**src/rtl/sc_stream_decoder_pkg.sv**
```systemverilog
// Shared definitions for the stochastic datapath blocks: FSM states and the
// width helper used to size popcounts and accumulators.
package sc_stream_decoder_pkg;

    typedef enum logic {
        IDLE,
        RUN
    } state_t;

    // Ceiling log2; callers pass values >= 2 so the result is never zero.
    function automatic int unsigned clog2(input int unsigned v);
        int unsigned r;
        int unsigned x;
        r = 0;
        x = 1;
        while (x < v) begin
            x = x << 1;
            r = r + 1;
        end
        return r;
    endfunction

endpackage

```
**src/rtl/sc_stream_decoder_if.sv**
```systemverilog
// Stream/result bus of the windowed stochastic decoder; slave side is the
// decoder, master side is whoever drives the lanes and drains results.
interface sc_stream_decoder_if
    import sc_stream_decoder_pkg::*;
#(
    parameter int unsigned N     = 3,
    parameter int unsigned WLOG2 = 8
);
    localparam int unsigned CW = WLOG2 + clog2(N + 1);

    logic          EN;
    logic [N-1:0]  IN;
    logic          START;
    logic          CONT;
    logic          CLR;
    logic [CW-1:0] OUT;
    logic          OUT_VALID;
    logic          OUT_READY;
    logic          BUSY;
    logic          OVF;

    modport master (
        output EN, IN, START, CONT, CLR, OUT_READY,
        input  OUT, OUT_VALID, BUSY, OVF
    );

    modport slave (
        input  EN, IN, START, CONT, CLR, OUT_READY,
        output OUT, OUT_VALID, BUSY, OVF
    );

endinterface

```
**src/rtl/sc_popcount.sv**
```systemverilog
// Combinational ones-count across N stochastic lanes, shared by the
// stochastic blocks that need exact (non-OR) lane combination.
module sc_popcount
    import sc_stream_decoder_pkg::*;
#(
    parameter int unsigned N = 3,
    localparam int unsigned PW = clog2(N + 1)
) (
    input  logic [N-1:0]  IN,
    output logic [PW-1:0] count
);

    always_comb begin
        count = '0;
        for (int unsigned i = 0; i < N; i++) begin
            count = count + PW'(IN[i]);
        end
    end

endmodule

```
**src/rtl/sc_stream_decoder.sv**
```systemverilog
// Windowed stochastic-to-binary decoder: sums lane ones over 2^WLOG2 enabled
// cycles and hands the total out through a valid/ready holding register.
module sc_stream_decoder
    import sc_stream_decoder_pkg::*;
#(
    parameter int unsigned N     = 3,
    parameter int unsigned WLOG2 = 8
) (
    input  logic               CLK,
    input  logic               RST_N,
    sc_stream_decoder_if.slave bus
);

    localparam int unsigned PW = clog2(N + 1);
    localparam int unsigned CW = WLOG2 + PW;

    state_t           state;
    logic [WLOG2-1:0] cyc;
    logic [CW-1:0]    acc;
    logic [PW-1:0]    pop;
    logic [CW-1:0]    sum;
    logic             last;
    logic             consume;

    sc_popcount #(.N(N)) u_popcount (
        .IN    (bus.IN),
        .count (pop)
    );

    always_comb begin
        sum     = acc + CW'(pop);
        last    = (cyc == '1);
        consume = bus.OUT_VALID && bus.OUT_READY;
    end

    always_ff @(posedge CLK or negedge RST_N) begin
        if (!RST_N) begin
            state         <= IDLE;
            acc           <= '0;
            cyc           <= '0;
            bus.OUT       <= '0;
            bus.OUT_VALID <= 1'b0;
            bus.BUSY      <= 1'b0;
            bus.OVF       <= 1'b0;
        end else if (bus.CLR) begin
            state         <= IDLE;
            acc           <= '0;
            cyc           <= '0;
            bus.OUT_VALID <= 1'b0;
            bus.BUSY      <= 1'b0;
            bus.OVF       <= 1'b0;
        end else begin
            if (consume) begin
                bus.OUT_VALID <= 1'b0;
            end
            unique case (state)
                IDLE: begin
                    if (bus.START) begin
                        state    <= RUN;
                        bus.BUSY <= 1'b1;
                        acc      <= '0;
                        cyc      <= '0;
                    end
                end
                RUN: begin
                    if (bus.EN) begin
                        if (last) begin
                            // A completion reloads OUT even when it is being consumed
                            // this cycle; only an unread result flags overflow.
                            bus.OUT       <= sum;
                            bus.OUT_VALID <= 1'b1;
                            if (bus.OUT_VALID && !bus.OUT_READY) begin
                                bus.OVF <= 1'b1;
                            end
                            acc <= '0;
                            cyc <= '0;
                            if (!bus.CONT) begin
                                state    <= IDLE;
                                bus.BUSY <= 1'b0;
                            end
                        end else begin
                            acc <= sum;
                            cyc <= cyc + WLOG2'(1);
                        end
                    end
                end
                default: begin
                    state    <= IDLE;
                    bus.BUSY <= 1'b0;
                end
            endcase
        end
    end

endmodule

```
**src/flat_wrapper.sv**
```systemverilog
// flat-port wrapper written by rule: the top's interface ports become plain ports
module sc_stream_decoder_flat import sc_stream_decoder_pkg::*;
#(
    parameter int unsigned N     = 3,
    parameter int unsigned WLOG2 = 8
)
  (CLK, RST_N, bus_EN, bus_IN, bus_START, bus_CONT, bus_CLR, bus_OUT_READY, bus_OUT, bus_OUT_VALID, bus_BUSY, bus_OVF);
  sc_stream_decoder_if #(.N(N), .WLOG2(WLOG2)) bus_i ();
  input  logic CLK;
  input  logic RST_N;
  input wire logic [$bits(bus_i.EN)-1:0] bus_EN;
  input wire logic [$bits(bus_i.IN)-1:0] bus_IN;
  input wire logic [$bits(bus_i.START)-1:0] bus_START;
  input wire logic [$bits(bus_i.CONT)-1:0] bus_CONT;
  input wire logic [$bits(bus_i.CLR)-1:0] bus_CLR;
  input wire logic [$bits(bus_i.OUT_READY)-1:0] bus_OUT_READY;
  output wire logic [$bits(bus_i.OUT)-1:0] bus_OUT;
  output wire logic [$bits(bus_i.OUT_VALID)-1:0] bus_OUT_VALID;
  output wire logic [$bits(bus_i.BUSY)-1:0] bus_BUSY;
  output wire logic [$bits(bus_i.OVF)-1:0] bus_OVF;
  assign bus_i.EN = bus_EN;
  assign bus_i.IN = bus_IN;
  assign bus_i.START = bus_START;
  assign bus_i.CONT = bus_CONT;
  assign bus_i.CLR = bus_CLR;
  assign bus_i.OUT_READY = bus_OUT_READY;
  assign bus_OUT = bus_i.OUT;
  assign bus_OUT_VALID = bus_i.OUT_VALID;
  assign bus_BUSY = bus_i.BUSY;
  assign bus_OVF = bus_i.OVF;
  sc_stream_decoder #(.N(N), .WLOG2(WLOG2)) u_core (.CLK(CLK), .RST_N(RST_N), .bus(bus_i));
endmodule
```
**config.mk**
```make
export PLATFORM = sky130hd
export DESIGN_NAME = sc_stream_decoder_flat
export DESIGN_NICKNAME = d
export VERILOG_FILES = /design/src/rtl/sc_stream_decoder_pkg.sv /design/src/rtl/sc_stream_decoder_if.sv /design/src/rtl/sc_popcount.sv /design/src/rtl/sc_stream_decoder.sv /design/src/flat_wrapper.sv
export SDC_FILE = /design/constraint.sdc
export NUM_CORES = 1
export LEC_CHECK = 0
export CAP_MARGIN = 20
export CORE_MARGIN = 10
export CORE_UTILIZATION = 55
export CTS_BUF_LIST = sky130_fd_sc_hd__clkbuf_4
export CTS_CLUSTER_SIZE = 8
export DETAILED_ROUTE_END_ITERATION = 8
export PLACE_DENSITY = 0.8
export SYNTH_ARGS = -nofsm -noshare
export SYNTH_HDL_FRONTEND = slang
export SYNTH_SLANG_ARGS = --single-unit
export TNS_END_PERCENT = 30
```
**constraint.sdc**
```tcl
create_clock -name CLK -period 7.2 [get_ports CLK]
set_input_delay 1.44 -clock CLK [delete_from_list [all_inputs] [get_ports CLK]]
set_output_delay 1.44 -clock CLK [all_outputs]
set_load 0.01 [all_outputs]
```
# --- After elaboration in Yosys (flattened, before gate mapping) ---
# Cells that the tools add are included.
word_totals:
  register_bits: 32
  inputBits: 10
  out_inout_bits: 13
  elab_cells: 61
classes:
  add_sub_neg: 4
  n_eq_ne: 5
  mux: 32
  bitwise_logic: 2
  reduce_logical: 11
ops:
  columns: ["op", "n"]
  rows:
  - ["$mux W10", 4]
  - ["$mux W8", 4]
  - ["$mux W1", 20]
  - ["$pmux W10 S2", 1]
  - ["$pmux W8 S2", 1]
  - ["$ne A3 B3 Y1 const B", 4]
  - ["$reduce_and A4 Y1", 3]
  - ["$add A10 B2 Y10", 1]
  - ["$add A8 B1 Y8 const B", 1]
  - ["$eq A8 B8 Y1 const B", 1]
  - ["$reduce_bool A2 Y1", 4]
  - ["$pmux W1 S2", 2]
  - ["$add A1 B1 Y2", 1]
  - ["$add A2 B1 Y2", 1]
  - ["$logic_and A1 B1 Y1", 2]
  - ["$not A1 Y1", 2]
  - ["$reduce_and A2 Y1", 1]
  - ["$logic_not A1 Y1", 1]

# --- Depth between registers and ports, before layout ---
logic_depth:
  word_depth: 7
  mapped_depth: 8
  depth_no_buf: 7

# --- Hierarchy ---
# A second synthesis with hierarchy kept.
hier_totals:
  cells_unflattened: 162
  area_unflattened_um2: 1730.4
modules_own_cells:
  columns: ["mod", "instances", "cells_per_inst", "area_per_inst_um2", "seq_area_each_um2"]
  rows:
  - ["sc_stream_decoder", 1, 161, 1710.4, 800.8]
  - ["sc_popcount", 1, 1, 20.0, 0.0]

# --- Worst setup path after synthesis ---
# OpenSTA, ideal clock, no wires.
synth_timing:
  kind: "in2reg"
  startpoint: "input bus_IN[0]"
  endpoint: "register u_core.bus.OUT[6]"
  setup_ns: 0.128
  arrival_time_ns: 3.526
  required_ns: 7.072
  path_slack_ns: 3.546
  cell_stages: 8
  path_buffers: 1
  cell_sequence: "fa_1 ha_1 inv_1 fa_1 clkbuf_1 or3b_1 xnor2_1 mux2_1"
synth_via:
  elab_chain_cells: 3
synth_rtl:
  columns: ["item", "line_no", "rtl"]
  rows:
  - ["start, declared", "flat_wrapper.sv:12", "input wire logic [$bits(bus_i.IN)-1:0] bus_IN;"]
  - ["$add A1 B1 Y2", "sc_popcount.sv:16", "count = count + PW'(IN[i]);"]
  - ["$add A2 B1 Y2", "sc_popcount.sv:16", null]
  - ["$add A10 B2 Y10", "sc_stream_decoder.sv:31", "sum = acc + CW'(pop);"]
  - ["end signal, assigned", "sc_stream_decoder.sv:70", "bus.OUT <= sum;"]
  - ["end, declared", "sc_stream_decoder_if.sv:29", "output OUT, OUT_VALID, BUSY, OVF"]
# Every way passes these cells.
# A chain may end at the register's enable or synchronous reset.

# --- Worst setup path in the final report ---
# Same ends and word-level chain as after synthesis.

==> reports/summary.txt <==
clk buf depth -> 2
setup clock skew after layout -> 0.00973 ns
Slew headroom -> 57.0%
Comb power frac -> 11.4%
WHS Path Cells -> 1
status -> completed
gr ovfl total -> 0
CP Max Fanout -> 8
Synth async-reset ratio -> 100%
Reg area -> 801 um^2
Synth Cell Area -> 1710 um^2
final setup TNS -> 0 ns
sequential share of power -> 57.3%
antenna cell count -> 0
hold_sp -> u_core.bus.OVF
worst reg-to-reg setup slack -> 4.54 ns
Area Overhead vs Synth -> 17.2%
post-synthesis sequential area ratio -> 47.0%
clk root buf -> clkbuf_4
Worst setup SP type -> input port
Crit Path Class -> in2reg
wire per inst -> 16.2 um
hold endpoint -> u_core.bus.OVF
row count -> 20
fin crit share -> 53.4%
worst slack at placement -> 3.02 ns
number of global-route vias before repair -> 1255
fraction of layout cells with a size suffix above 1 -> 16.7%
final net count -> 194
largest net degree at the start of global routing -> 33
DR DRC count -> 0
Post-Syn Nets -> 169
DIE AREA -> 5730 um^2
Post-Syn Instances -> 154
first-pass GRT wire length -> 5.82 mm
final hold viol count -> 0
CTS tree -> yes
Initial Util -> 56.8%
DP HPWL -> 2.49 mm
Power Density -> 168 nW/um^2
worst slew pin tran -> 0.644 ns
Slew Viols, Final -> 0
CTS buffer count -> 5
Pleak -> 0.000923 uW
fin crit period -> 3.84 ns
first-pass detailed-route iteration total -> 4
RSZ-0062 raised after global routing -> false
Post-CTS Setup Inserts -> 0
Yosys cell types -> 46
worst r2r dst -> u_core.bus.OUT[6]
Routed WL -> 3.44 mm
Design Power -> 335 uW
Worst Setup End Kind -> register
Die Ht -> 75.7 um
Psw -> 88.9 uW
Post-synth EDFFs -> 0
worst min-delay path category -> reg2reg
Crit path required time -> 7.43 ns
worst reg2reg path depth -> 7
die width -> 75.7 um
Total GRT Usage -> 13.3%
Final Setup Violations -> 0
sw frac -> 26.5%
most common cell after layout, fill and taps aside -> dfrtp_1
Top FF cell, synth -> dfrtp_1
#FFs+latches synth -> 32
crit path DAT -> 4.07 ns
fmax -> 0.260 GHz
initial antenna violation count -> 0
port buffer count -> 22
Mean Syn Cell Area -> 11.1 um^2
Synthesis Warnings -> 0
fin util -> 66.5%
clock network power share -> 31.2%
Max-Cap Viols -> 0
Multi-input gate area -> 850 um^2
P_int -> 246 uW
DR iter-0 viols -> 76
DRT antenna net count -> 0
fin area -> 2000 um^2
clock sink count -> 32
Fillers -> 249
placeable core area -> 3000 um^2
I/O pin cnt -> 23
Vias -> 1249
worst-case vdd ir drop -> 100 uV
Placed Area -> 1940 um^2
post-cts sizing count -> 0
Vias/cell -> 5.86
most frequent cells in the layout -> dfrtp_1 (32), clkdlybuf4s50_1 (22), nand2_1 (10), a31oi_1 (10)
Post-CTS Hold Buffers -> 0
Placer Congestion -> 0.866
H-Tree Depth -> 2
reg2reg start -> u_core.acc[0]
clk slew on worst S/H paths -> 0.09 ns
clk_lat worst skew -> 0.34 ns
final worst slack -> 3.36 ns
## layout make-up
| cell class | count | area share (%) |
|---|---|---|
| flip-flops and latches | 32 | 40.1 |
| clock buffers | 7 | 2.63 |
| inverters | 6 | 1.13 |
| clock inverters | 1 | 0.188 |
| well taps | 33 | 2.07 |
| repair buffers | 23 | 11.4 |
| multi-input cells | 111 | 42.5 |
## per-stage QoR
step / hold WS [ns] / cells
global route: 0.538 / 213
detailed placement: 0.489 / 205
floorplan: 0.470 / 154
CTS: 0.507 / 213
finish: 0.503 / 213
global placement: 0.469 / 205
## cells in the mapped netlist (2+ instances only)
cell type / number / area [um^2]
nand4_1: 2 / 12.5
ha_1: 3 / 37.5
nand2_2: 2 / 12.5
nor2_1: 8 / 30.0
a21oi_1: 9 / 45.0
xnor2_1: 5 / 43.8
or3_1: 2 / 12.5
o21ai_0: 6 / 30.0
xor2_1: 7 / 61.3
dfrtp_1: 32 / 801
nand2_1: 10 / 37.5
nand2b_1: 2 / 12.5
inv_1: 6 / 22.5
o31ai_1: 2 / 15.0
a31oi_1: 10 / 62.6
nand3_1: 3 / 15.0
nand3_2: 2 / 20.0
nor3_1: 3 / 15.0
buf_2: 2 / 10.0
a22o_1: 3 / 26.3
mux2_2: 9 / 101
fa_1: 2 / 40.0
## worst max path at each step
stage	start	slack [ns]	to
finish	bus_IN[0]	3.36	u_core.bus.OUT[6]
global route	bus_IN[0]	3.27	u_core.bus.OUT[6]
CTS	bus_IN[0]	3.37	u_core.bus.OUT[6]
detailed placement	bus_IN[0]	3.02	u_core.bus.OUT[6]
global placement	bus_IN[0]	3.07	u_core.bus.OUT[6]
floorplan	bus_IN[0]	3.55	u_core.bus.OUT[6]
## power groups by stage
stage          combinational, uW  sequential (uW)  clock, uW
2_1_floorplan               29.3              190          0
3_3_place_gp                37.3              195          0
3_5_place_dp                38.5              196          0
4_1_cts                     38.6              192        108
5_1_grt                     43.3              193        115
6_report                    38.2              192        105
## flip-flops by register name, indices dropped and copies added (netlist names)
signal	flops
u_core.acc	10
u_core.bus.BUSY	1
u_core.bus.OUT	10
u_core.bus.OUT_VALID	1
u_core.bus.OVF	1
u_core.cyc	8
u_core.state	1
## routing by layer
layer | GRT usage (%) | part of all wire (%) | wire length [um]
met1 | 16.2 | 46 | 1580
met2 | 20.5 | 45 | 1540
met3 | 4.30 | 7.6 | 261
met4 | 7.01 | 1.7 | 58
met5 | 0 | 0 | 0
## cell families after synthesis
group	after synthesis	share of synthesized area, %
AOI/OAI and AO/OA	37	14.4
xor gates and xnor gates	12	6.16
adders and majority gates	5	4.55
buffers and inverters	11	3.23
DFF	32	47.0
muxes	11	7.19
and+or+nand+nor	46	17.5
## critical path, stage by stage
cell and delay, ns:
clkdlybuf4s50_1 0.43, fa_1 0.55, ha_1 0.19, inv_1 0.06, fa_1 0.50, or3b_1 0.46, xnor2_1 0.14, mux2_1 0.29
Power figures use the tool's default switching activity.
==> variant, RTL diff (same flow settings) <==
`N` is set to 3 in 4 places; all go to 6.
--- a/src/rtl/sc_stream_decoder_if.sv
+++ b/src/rtl/sc_stream_decoder_if.sv
@@ -3,7 +3,7 @@
 interface sc_stream_decoder_if
     import sc_stream_decoder_pkg::*;
 #(
-    parameter int unsigned N     = 3,
+    parameter int unsigned N     = 6,
     parameter int unsigned WLOG2 = 8
 );
     localparam int unsigned CW = WLOG2 + clog2(N + 1);
--- a/src/rtl/sc_popcount.sv
+++ b/src/rtl/sc_popcount.sv
@@ -3,7 +3,7 @@
 module sc_popcount
     import sc_stream_decoder_pkg::*;
 #(
-    parameter int unsigned N = 3,
+    parameter int unsigned N = 6,
     localparam int unsigned PW = clog2(N + 1)
 ) (
     input  logic [N-1:0]  IN,
--- a/src/rtl/sc_stream_decoder.sv
+++ b/src/rtl/sc_stream_decoder.sv
@@ -3,7 +3,7 @@
 module sc_stream_decoder
     import sc_stream_decoder_pkg::*;
 #(
-    parameter int unsigned N     = 3,
+    parameter int unsigned N     = 6,
     parameter int unsigned WLOG2 = 8
 ) (
     input  logic               CLK,
--- a/src/flat_wrapper.sv
+++ b/src/flat_wrapper.sv
@@ -1,7 +1,7 @@
 // flat-port wrapper written by rule: the top's interface ports become plain ports
 module sc_stream_decoder_flat import sc_stream_decoder_pkg::*;
 #(
-    parameter int unsigned N     = 3,
+    parameter int unsigned N     = 6,
     parameter int unsigned WLOG2 = 8
 )
   (CLK, RST_N, bus_EN, bus_IN, bus_START, bus_CONT, bus_CLR, bus_OUT_READY, bus_OUT, bus_OUT_VALID, bus_BUSY, bus_OVF);
Interface: changed (resized bus_IN and bus_OUT); port bits go from 23 to 27. No check against the original RTL was run, so the function may have changed too.
==> variant against the original RTL <==
  * Power up 9.9%
  * Register-to-register slack got worse by 0.12 ns
  * Largest power group unchanged
  * Area after synthesis grew 9.8%
  * Critical endpoint is now u_core.acc[4]
  * Sequential cell count grew 2
  * Largest cell class unchanged
  * Sequential power is 4% higher
  * Critical path type unchanged
  * Routed wire length is 18% higher
  * Worst setup slack got worse by 0.60 ns
  * Final area grew 11%
==> variant: results (changes against the original RTL) <==
Layout
  • Biggest regs: u_core.acc: 11 flops, u_core.bus.OUT: 11 flops, u_core.cyc: 8 flops
  • Share of cells above drive strength 1: 8.597% (-8.1 points)
  • Layout Nets: 241 (+24%)

Power
  • Peak supply drop: 0.09592 mV (-4.4%)
  • Sw Pwr: 0.0001062 W (+19%)
  • Leakage Power: 0.9106 nW (-1.3%)

Worst setup path
  • R2r endpoint: u_core.acc[4]
  • Critical path's largest stage delay: between 0.5 and 0.6 ns
  • Worst Path Max Fanout: 4 (-4)
  • Crit path DAT: 4.71 ns (+0.64 ns)
  • FF-to-FF setup slack: 4.42 ns (-0.12 ns)
  • Path depth of the worst reg2reg path: 8 (+1)

Placement
  • Pre-CTS setup slack: 2.393 ns (-0.6249 ns)
  • IO Port Bufs: 26 (+18%)
  • Global placer's final weighted congestion: 0.8455 (-2.3%)
  • DP Wirelength: 3057 µm (+23%)

STA
  • Worst rel slew slack: 55.42% (-1.6 points)
  • Hold_ws: 0.4851 ns (-0.01760 ns)
  • Clock skew: 0.009073 ns (-0.0006554 ns)

Logic synthesis
  • Synthesis warning total: 0 (unchanged)
  • Yosys cell types: 44 (-4.3%)
  • Commonest cells in the netlist: 34 x dfrtp_1, 18 x nand2_1, 16 x a21oi_1
  • Sequential area share after synthesis: 45.45% (-1.5 points)
  • Syn Nets: 213 (+26%)
  • Most used DFF post-synth: dfrtp_1
  • Top cells by area, synth: dfrtp_1 45%, xnor2_1 4.7%, a21oi_1 4.3%

Worst hold path
  • Worst Hold Depth: 2 (+1)
  • Hold Path End: u_core.bus.OUT[0]
  • Hold_sp: u_core.bus.OUT[0]
  • HP Class: reg2reg

Global routing
  • Largest net degree at the start of global routing: 35 (+6.1%)
  • GR Util All Layers: 14.43% (+1.1 points)
  • Vias in the first global route: 1569 (+25%)
  • First-pass GRT wire length: 7272 µm (+25%)

Outcome
  • Status: complete, no violations

Detailed routing
  • Initial DRC count: 120 (+58%)
  • Wire per inst: 15.21 µm (-5.9%)
  • Via density: 5.727 (-2.3%)

CTS
  • Register clock-pin slew on the reported worst setup and hold paths: about 0.10 ns
  • Clock buffer depth: 2 (unchanged)
  • H-tree depth: 2 (unchanged)
[variant: cells by family after synthesis]
logic type | share of synthesized area [%]
xor+xnor | 5.615
buf+inv | 4.344
compound gates | 19.85
fa+ha+maj | 6.952
mux | 0.6016
flops | 45.45
simple gates | 17.18
[variant: worst max path at each step]
stage	startpoint	to	slack (ns)	cells past startpoint
after floorplan	bus_IN[0]	u_core.acc[8]	3.09	9
after global placement	bus_IN[0]	u_core.acc[8]	2.54	10
after detailed placement	bus_IN[0]	u_core.acc[4]	2.39	10
after CTS	bus_IN[0]	u_core.acc[4]	2.74	10
after global routing	bus_IN[0]	u_core.acc[4]	2.58	10
final	bus_IN[0]	u_core.acc[4]	2.75	10
[variant: layer usage]
layer,track usage [%],vias up,wire length (µm)
li1,-,744,-
met1,17.72,732,1843
met2,23.27,46,1920
met3,4.670,7,242
met4,5.018,0,55
met5,0,-,0
[variant: cell type report]
type	count	area [µm²]
flip-flops and latches	34	850.8
inverters	12	45.04
clock buffers	6	45.04
repair buffers	27	267.8
well taps	46	57.56
clock inverters	2	8.758
multi-input cells	140	939.7
fillers	292	1096
[variant: metrics by stage]
step | power, W | instance area, µm² | std cells
2_1_floorplan | 0.0002444 | 1872 | 192
3_3_place_gp | 0.0002643 | 2161 | 259
3_5_place_dp | 0.0002664 | 2161 | 259
4_1_cts | 0.0003715 | 2215 | 267
5_1_grt | 0.0003869 | 2215 | 267
6_report | 0.0003681 | 2215 | 267
[variant: power by group through the flow]
stage,clock network (W),registers [W],logic [W]
3_5_place_dp,0,0.000204,0.0000626
5_1_grt,0.000115,0.000201,0.0000709
2_1_floorplan,0,0.000200,0.0000440
6_report,0.000106,0.000200,0.0000624
4_1_cts,0.000108,0.000200,0.0000631
3_3_place_gp,0,0.000203,0.0000609
